**config.mk**
```make
export PLATFORM = sky130hd
export DESIGN_NAME = alu_flags_stack_flat
export DESIGN_NICKNAME = d
export VERILOG_FILES = /design/src/rtl/alu_flags_pkg.sv /design/src/rtl/alu_flags_stack_if.sv /design/src/rtl/alu_cond_eval.sv /design/src/rtl/alu_flags_stack.sv /design/src/flat_wrapper.sv
export SDC_FILE = /design/constraint.sdc
export NUM_CORES = 1
export LEC_CHECK = 0
export ABC_AREA = 1
export CAP_MARGIN = 20
export CORE_ASPECT_RATIO = 0.8
export CORE_MARGIN = 8
export CORE_UTILIZATION = 46
export CTS_CLUSTER_SIZE = 8
export DETAILED_ROUTE_END_ITERATION = 10
export PLACE_DENSITY_LB_ADDON = 0.08
export REMOVE_ABC_BUFFERS = 1
export SKIP_CTS_REPAIR_TIMING = 1
export SYNTH_ARGS = -nofsm -noshare
export SYNTH_HDL_FRONTEND = slang
export SYNTH_HIERARCHICAL = 1
export SYNTH_SLANG_ARGS = --single-unit
```
**constraint.sdc**
```tcl
create_clock -name clk -period 2 [get_ports clk]
set_clock_uncertainty 0.2 [all_clocks]
set_input_delay 0.6 -clock clk [delete_from_list [all_inputs] [get_ports clk]]
set_output_delay 0.6 -clock clk [all_outputs]
set_load 0.02 [all_outputs]
```
**src/rtl/alu_flags_pkg.sv**
```systemverilog
// Shared types for the ALU flags/stack block: condition codes and NZCV bit positions.
// Latency: n/a (types and constants only).
// Backpressure: n/a.
package alu_flags_pkg;

  // Bit positions of the architectural flags inside the flag register
  localparam int FLAG_N = 3;
  localparam int FLAG_Z = 2;
  localparam int FLAG_C = 1;
  localparam int FLAG_V = 0;

  // Condition-code selector, encoded as the 4-bit cond field
  typedef enum logic [3:0] {
    COND_EQ = 4'd0,
    COND_NE = 4'd1,
    COND_CS = 4'd2,
    COND_CC = 4'd3,
    COND_MI = 4'd4,
    COND_PL = 4'd5,
    COND_VS = 4'd6,
    COND_VC = 4'd7,
    COND_HI = 4'd8,
    COND_LS = 4'd9,
    COND_GE = 4'd10,
    COND_LT = 4'd11,
    COND_GT = 4'd12,
    COND_LE = 4'd13,
    COND_AL = 4'd14,
    COND_NV = 4'd15
  } cond_e;

endpackage

```
**src/rtl/alu_flags_stack_if.sv**
```systemverilog
// Bundle of control inputs and status outputs for the flags register/stack.
// Latency: n/a (wiring only).
// Backpressure: none; push/pop are always accepted, misuse raises err.
interface alu_flags_stack_if
  import alu_flags_pkg::*;
#(
  parameter int NUM_FLAGS   = 4,
  parameter int STACK_DEPTH = 4
);
  localparam int DW = $clog2(STACK_DEPTH + 1);

  logic [NUM_FLAGS-1:0] flags_in;
  logic [NUM_FLAGS-1:0] upd_mask;
  logic                 push;
  logic                 pop;
  logic                 err_clr;
  cond_e                cond;
  logic [NUM_FLAGS-1:0] flags_out;
  logic                 cond_true;
  logic [DW-1:0]        depth;
  logic                 full;
  logic                 empty;
  logic                 err;

  modport master (
    output flags_in, upd_mask, push, pop, err_clr, cond,
    input  flags_out, cond_true, depth, full, empty, err
  );

  modport slave (
    input  flags_in, upd_mask, push, pop, err_clr, cond,
    output flags_out, cond_true, depth, full, empty, err
  );

endinterface

```
**src/rtl/alu_cond_eval.sv**
```systemverilog
// Evaluates a 4-bit condition code against an NZCV flag nibble.
// Latency: purely combinational, zero cycles.
// Backpressure: none.
module alu_cond_eval
  import alu_flags_pkg::*;
(
  input  logic [3:0] nzcv,
  input  cond_e      cond,
  output logic       cond_true
);

  logic n, z, c, v;

  assign n = nzcv[FLAG_N];
  assign z = nzcv[FLAG_Z];
  assign c = nzcv[FLAG_C];
  assign v = nzcv[FLAG_V];

  // Decode the selected condition from the individual flags
  always_comb begin
    cond_true = 1'b0;
    case (cond)
      COND_EQ: cond_true = z;
      COND_NE: cond_true = ~z;
      COND_CS: cond_true = c;
      COND_CC: cond_true = ~c;
      COND_MI: cond_true = n;
      COND_PL: cond_true = ~n;
      COND_VS: cond_true = v;
      COND_VC: cond_true = ~v;
      COND_HI: cond_true = c & ~z;
      COND_LS: cond_true = ~c | z;
      COND_GE: cond_true = (n == v);
      COND_LT: cond_true = (n != v);
      COND_GT: cond_true = ~z & (n == v);
      COND_LE: cond_true = z | (n != v);
      COND_AL: cond_true = 1'b1;
      COND_NV: cond_true = 1'b0;
      default: cond_true = 1'b0;
    endcase
  end

endmodule

```
**src/rtl/alu_flags_stack.sv**
```systemverilog
// Flag register with per-bit update mask, LIFO save/restore stack and condition evaluation.
// Latency: flags/depth/err update on the next rising edge; cond_true, full, empty are same-cycle.
// Backpressure: none; push on full or pop on empty is dropped and sets sticky err.
module alu_flags_stack
  import alu_flags_pkg::*;
#(
  parameter int NUM_FLAGS   = 4,
  parameter int STACK_DEPTH = 4
)
(
  input logic              clk,
  input logic              rst,
  alu_flags_stack_if.slave bus
);

  localparam int DW = $clog2(STACK_DEPTH + 1);
  localparam int AW = (STACK_DEPTH > 1) ? $clog2(STACK_DEPTH) : 1;

  logic [NUM_FLAGS-1:0] flags_q, flags_d, masked, top_val;
  logic [NUM_FLAGS-1:0] stack_mem [STACK_DEPTH];
  logic [DW-1:0]        depth_q, depth_d, top_dep;
  logic [AW-1:0]        top_idx, push_idx;
  logic                 full_w, empty_w;
  logic                 do_push, do_pop, do_swap, err_ev;
  logic                 err_q, err_d;

  assign full_w   = (depth_q == DW'(STACK_DEPTH));
  assign empty_w  = (depth_q == '0);
  assign top_dep  = depth_q - DW'(1);
  assign top_idx  = top_dep[AW-1:0];
  assign push_idx = depth_q[AW-1:0];
  assign top_val  = stack_mem[top_idx];
  assign masked   = (flags_q & ~bus.upd_mask) | (bus.flags_in & bus.upd_mask);

  // Classify this cycle's stack request; illegal requests fall back to a plain mask update
  always_comb begin
    do_push = bus.push & ~bus.pop & ~full_w;
    do_pop  = bus.pop & ~bus.push & ~empty_w;
    do_swap = bus.push & bus.pop & ~empty_w;
    err_ev  = (bus.push & ~bus.pop & full_w) |
              (bus.pop & ~empty_w ? 1'b0 : bus.pop);
  end

  // Next flags, depth and sticky error; a new error wins over err_clr
  always_comb begin
    flags_d = masked;
    depth_d = depth_q;
    err_d   = err_q;
    if (do_pop || do_swap) flags_d = top_val;
    if (do_push) depth_d = depth_q + DW'(1);
    else if (do_pop) depth_d = depth_q - DW'(1);
    if (err_ev) err_d = 1'b1;
    else if (bus.err_clr) err_d = 1'b0;
  end

  // Architectural state with synchronous active-low reset that discards saved entries
  always_ff @(posedge clk) begin
    if (!rst) begin
      flags_q <= '0;
      depth_q <= '0;
      err_q   <= 1'b0;
    end else begin
      flags_q <= flags_d;
      depth_q <= depth_d;
      err_q   <= err_d;
    end
  end

  // Stack storage is not reset: an entry is only read after it has been pushed
  always_ff @(posedge clk) begin
    if (rst) begin
      if (do_push) stack_mem[push_idx] <= flags_q;
      else if (do_swap) stack_mem[top_idx] <= flags_q;
    end
  end

  alu_cond_eval u_cond (
    .nzcv      (flags_q[3:0]),
    .cond      (bus.cond),
    .cond_true (bus.cond_true)
  );

  assign bus.flags_out = flags_q;
  assign bus.depth     = depth_q;
  assign bus.full      = full_w;
  assign bus.empty     = empty_w;
  assign bus.err       = err_q;

endmodule

```
**src/flat_wrapper.sv**
```systemverilog
// flat-port wrapper written by rule: the top's interface ports become plain ports
module alu_flags_stack_flat import alu_flags_pkg::*;
#(
  parameter int NUM_FLAGS   = 4,
  parameter int STACK_DEPTH = 4
)
  (clk, rst, bus_flags_in, bus_upd_mask, bus_push, bus_pop, bus_err_clr, bus_cond, bus_flags_out, bus_cond_true, bus_depth, bus_full, bus_empty, bus_err);
  alu_flags_stack_if #(.NUM_FLAGS(NUM_FLAGS), .STACK_DEPTH(STACK_DEPTH)) bus_i ();
  input logic clk;
  input logic rst;
  input wire logic [$bits(bus_i.flags_in)-1:0] bus_flags_in;
  input wire logic [$bits(bus_i.upd_mask)-1:0] bus_upd_mask;
  input wire logic [$bits(bus_i.push)-1:0] bus_push;
  input wire logic [$bits(bus_i.pop)-1:0] bus_pop;
  input wire logic [$bits(bus_i.err_clr)-1:0] bus_err_clr;
  input wire logic [$bits(bus_i.cond)-1:0] bus_cond;
  output wire logic [$bits(bus_i.flags_out)-1:0] bus_flags_out;
  output wire logic [$bits(bus_i.cond_true)-1:0] bus_cond_true;
  output wire logic [$bits(bus_i.depth)-1:0] bus_depth;
  output wire logic [$bits(bus_i.full)-1:0] bus_full;
  output wire logic [$bits(bus_i.empty)-1:0] bus_empty;
  output wire logic [$bits(bus_i.err)-1:0] bus_err;
  assign bus_i.flags_in = bus_flags_in;
  assign bus_i.upd_mask = bus_upd_mask;
  assign bus_i.push = bus_push;
  assign bus_i.pop = bus_pop;
  assign bus_i.err_clr = bus_err_clr;
  assign bus_i.cond = bus_cond;
  assign bus_flags_out = bus_i.flags_out;
  assign bus_cond_true = bus_i.cond_true;
  assign bus_depth = bus_i.depth;
  assign bus_full = bus_i.full;
  assign bus_empty = bus_i.empty;
  assign bus_err = bus_i.err;
  alu_flags_stack #(.NUM_FLAGS(NUM_FLAGS), .STACK_DEPTH(STACK_DEPTH)) u_core (.clk(clk), .rst(rst), .bus(bus_i));
endmodule
```
==> summary.md <==
| Metric | Value |
|---|---|
| Commonest cells in the netlist | nand2_1, inv_1, nand3_1 |
| Worst setup SP type | input port |
| Hold WS | 0.260 ns |
| R2r worst-path depth | 11 |
| Nets | 262 |
| Placed Cells | 276 |
| CTS H-tree lvls | 1 |
| Failing checks | setup timing |
| Number of synthesized flops with an enable pin | 16 |
| Ys Warns | 6 |
| Top cell type's share of synthesized area | 34.6% |
| WL/cell | 13.1 µm |
| FF-to-FF End | u_core/stack_mem[1][0] |
| Via count | 1368 |
| Clk_lat worst skew | 0.27 ns |
| Area of the mapped netlist | 1390 µm² |
| Die Width | 77.5 µm |
| Die Ht | 65.2 µm |
| Period minus WS final | 2.23 ns |
| DRC Markers | 0 |
| Met2 wire length | 1.91 mm |
| TNS Setup | -0.234 ns |
| Fin. max-slew vios | 0 |
| Critical Path RT | 1.20 ns |
| R2r startpoint | u_core/bus.depth[1] |
| Area growth, synth to finish | 50.3% |
| Final worst slack | -0.234 ns |
| Pre-CTS setup slack | -1.15 ns |
| Antenna-violating nets left | 0 |
| Initial antenna violation count | 0 |
| Post-synthesis xor/xnor area fraction | 0% |
| Yosys top cell by area | edfxtp_1 |
| Synth area leaders | edfxtp_1, nand2_1, dfxtp_1 |
| Hold path depth | 2 |
| CP top delay family | buffers and inverters |
| Register area share after synthesis | 46.1% |
| Hold wc startpoint | u_core/bus.err |
| Final Cycle Share | 112% |
| Adder-Cell Fraction of Synth Area | 2.70% |
| Grt ovf | 0 |
| Hold Crit Class | register to register |
| Routed metal-1 wire length | 1.59 mm |
| Worst path most repeated cell | nor2_2 |
| CP max stage delay | 0.16 ns |
| Crit Path Class | input port to output pin |
| Hold path endpoint | u_core/bus.err |
| Antenna diodes | 0 |
| Status | complete, but fails checks |
| Reg2Reg Setup Slack | 0.08 ns |
| First-pass GRT wire length | 5.80 mm |
| Top sig layer | met4 |
| Vias per inst | 4.87 |
| Rel. slew slack | 84.1% |
| Main combinational cell family by area after synthesis | simple AND/OR/NAND/NOR gates |
| Netlist cell types | 21 |
| Io pins | 28 |
| Compound-cell area share of the yosys netlist | 9.72% |
| Power per cell area | 762 nW/µm² |
| RSZ-0062 raised after global routing | yes |
| TritonCTS Sinks | 24 |
| Number of global-route vias before repair | 1333 |
| Drt first pass iters | 5 |
| Crit path cell chain | dlymetal6s2s_1 > inv_2 > nor2_2 > o211ai_1 > nand3_1 > nor2_2 > nand3_2 > buf_6 |
| Final hold violation count | 0 |
| Max IR drop VDD | 385 µV |
| Max Fclk | 448 MHz |
| GPL Wtd Cong | 0.812 |
| Cells after synthesis | 184 |
| Critical Path Start | bus_cond[2] |
| Post-synthesis simple-gate area fraction | 34.1% |
| Initial Utilization | 46.4% |
| Area after DPL | 1900 µm² |
| Non-Filler Instances | 281 |
| Leakage | 1.09 nW |
| Largest net degree at the start of global routing | 15 |
| Die area | 5050 µm² |
| Clk slew on worst S/H paths | 0.09 ns |
| Post-layout util | 69.8% |
| Dpl hpwl | 2.65 mm |
| Mux share of post-synthesis cell area | 0% |
| Count leader, synth | nand2_1 |
| Final setup vio count | 1 |
| CTS tree | yes |
| Drt first-iter violations | 58 |
| Average size of a mapped cell | 7.55 µm² |
| Post-Layout Inst Area | 2090 µm² |
| Routed wire length | 3.68 mm |
| Crit path buf inv count | 3 |
| Kind of end point of the critical path | output pin |
| Crit path max fanout | 3 |
| Ys async rst share | 0% |
| Layout cells sized above 1 | 30.7% |
| Core area | 3000 µm² |
| Row count | 18 |
| TritonCTS Buffers | 3 |
| Root Buffer | clkbuf_8 |
| Max cap viols | 0 |
| Arrival time worst endpoint | 1.43 ns |
| Synth Register Bits | 24 |
| Buffers on Ports | 27 |
| Slew @ Worst Pin | 0.239 ns |
| Metal3 WL | 152 µm |
| Ys flop type | edfxtp_1 |
| Tot GR Track Use | 13.9% |
| CP max-delay cell | dlymetal6s2s_1 |
| Total power | 1.59 mW |
| CTS Buffer Depth | 2 |
-- cell usage in the layout, fill, tap and decap left out --
cell type / synthesis / routed
edfxtp_1: 16 / 16
buf_4: 0 / 27
dfxtp_1: 8 / 3
nand2_1: 61 / 56
inv_2: 3 / 9
nand2_4: 1 / 1
dfxtp_2: 0 / 4
ha_1: 3 / 2
inv_4: 0 / 1
a21oi_1: 9 / 9
buf_8: 0 / 1
nor2_1: 12 / 9
clkbuf_2: 0 / 1
dfxtp_4: 0 / 1
clkbuf_8: 0 / 3
inv_1: 22 / 16
nor3_1: 2 / 2
nand2_2: 1 / 6
o21ai_0: 11 / 11
nor2_8: 1 / 1
nand3_1: 18 / 15
buf_6: 0 / 3
nor2_4: 1 / 4
o211ai_1: 2 / 2
o21ai_1: 4 / 4
clkdlybuf4s50_1: 0 / 9
nand3_2: 2 / 5
bufinv_16: 0 / 1
nor2_2: 5 / 5
dlymetal6s2s_1: 0 / 13
ha_4: 0 / 1
-- final cells by class --
class | instances | area, µm²
clock buffer | 3 | 41.3
multi-input combinational | 133 | 709
timing repair buffer | 54 | 509
tap | 40 | 50.0
inverter | 26 | 100
clock inverter | 1 | 30.0
fill | 239 | 906
sequential | 24 | 649
-- routing by layer --
metal	global-route usage [%]	vias to the layer above
met1	16.6	627
met2	24.8	31
met5	0	-
met4	2.82	0
li1	-	708
met3	3.81	2
-- how the worst max path moves through the flow --
stage,to,slack (ns),depth (start not counted)
after CTS,bus_cond_true,-1.15,11
after global routing,bus_cond_true,-0.34,11
after detailed placement,bus_cond_true,-1.15,11
after floorplan,u_core/stack_mem[2][0],-0.59,9
after global placement,bus_cond_true,-1.10,11
final,bus_cond_true,-0.23,8
-- cell families after synthesis --
kind of cell | after synthesis
buffers and inverters | 27
AND/OR/NAND/NOR | 104
flip-flops | 24
adder cells (fa/ha/maj) | 3
AO/OA/AOI/OAI | 26
-- power breakdown --
group | total (mW) | internal [mW] | switching, mW
clock | 0.420 | 0.267 | 0.152
sequential | 0.600 | 0.575 | 0.0250
combinational | 0.572 | 0.256 | 0.316
total | 1.59 | 1.10 | 0.493
-- tightest hold or removal path, delay by kind of cell, from the launching register on --
family	cells	cell delay, ns
AOI/OAI and AO/OA	1	0.05
and+or+nand+nor	1	0.05
DFF	1	0.31
(Power assumes the default switching activity.)
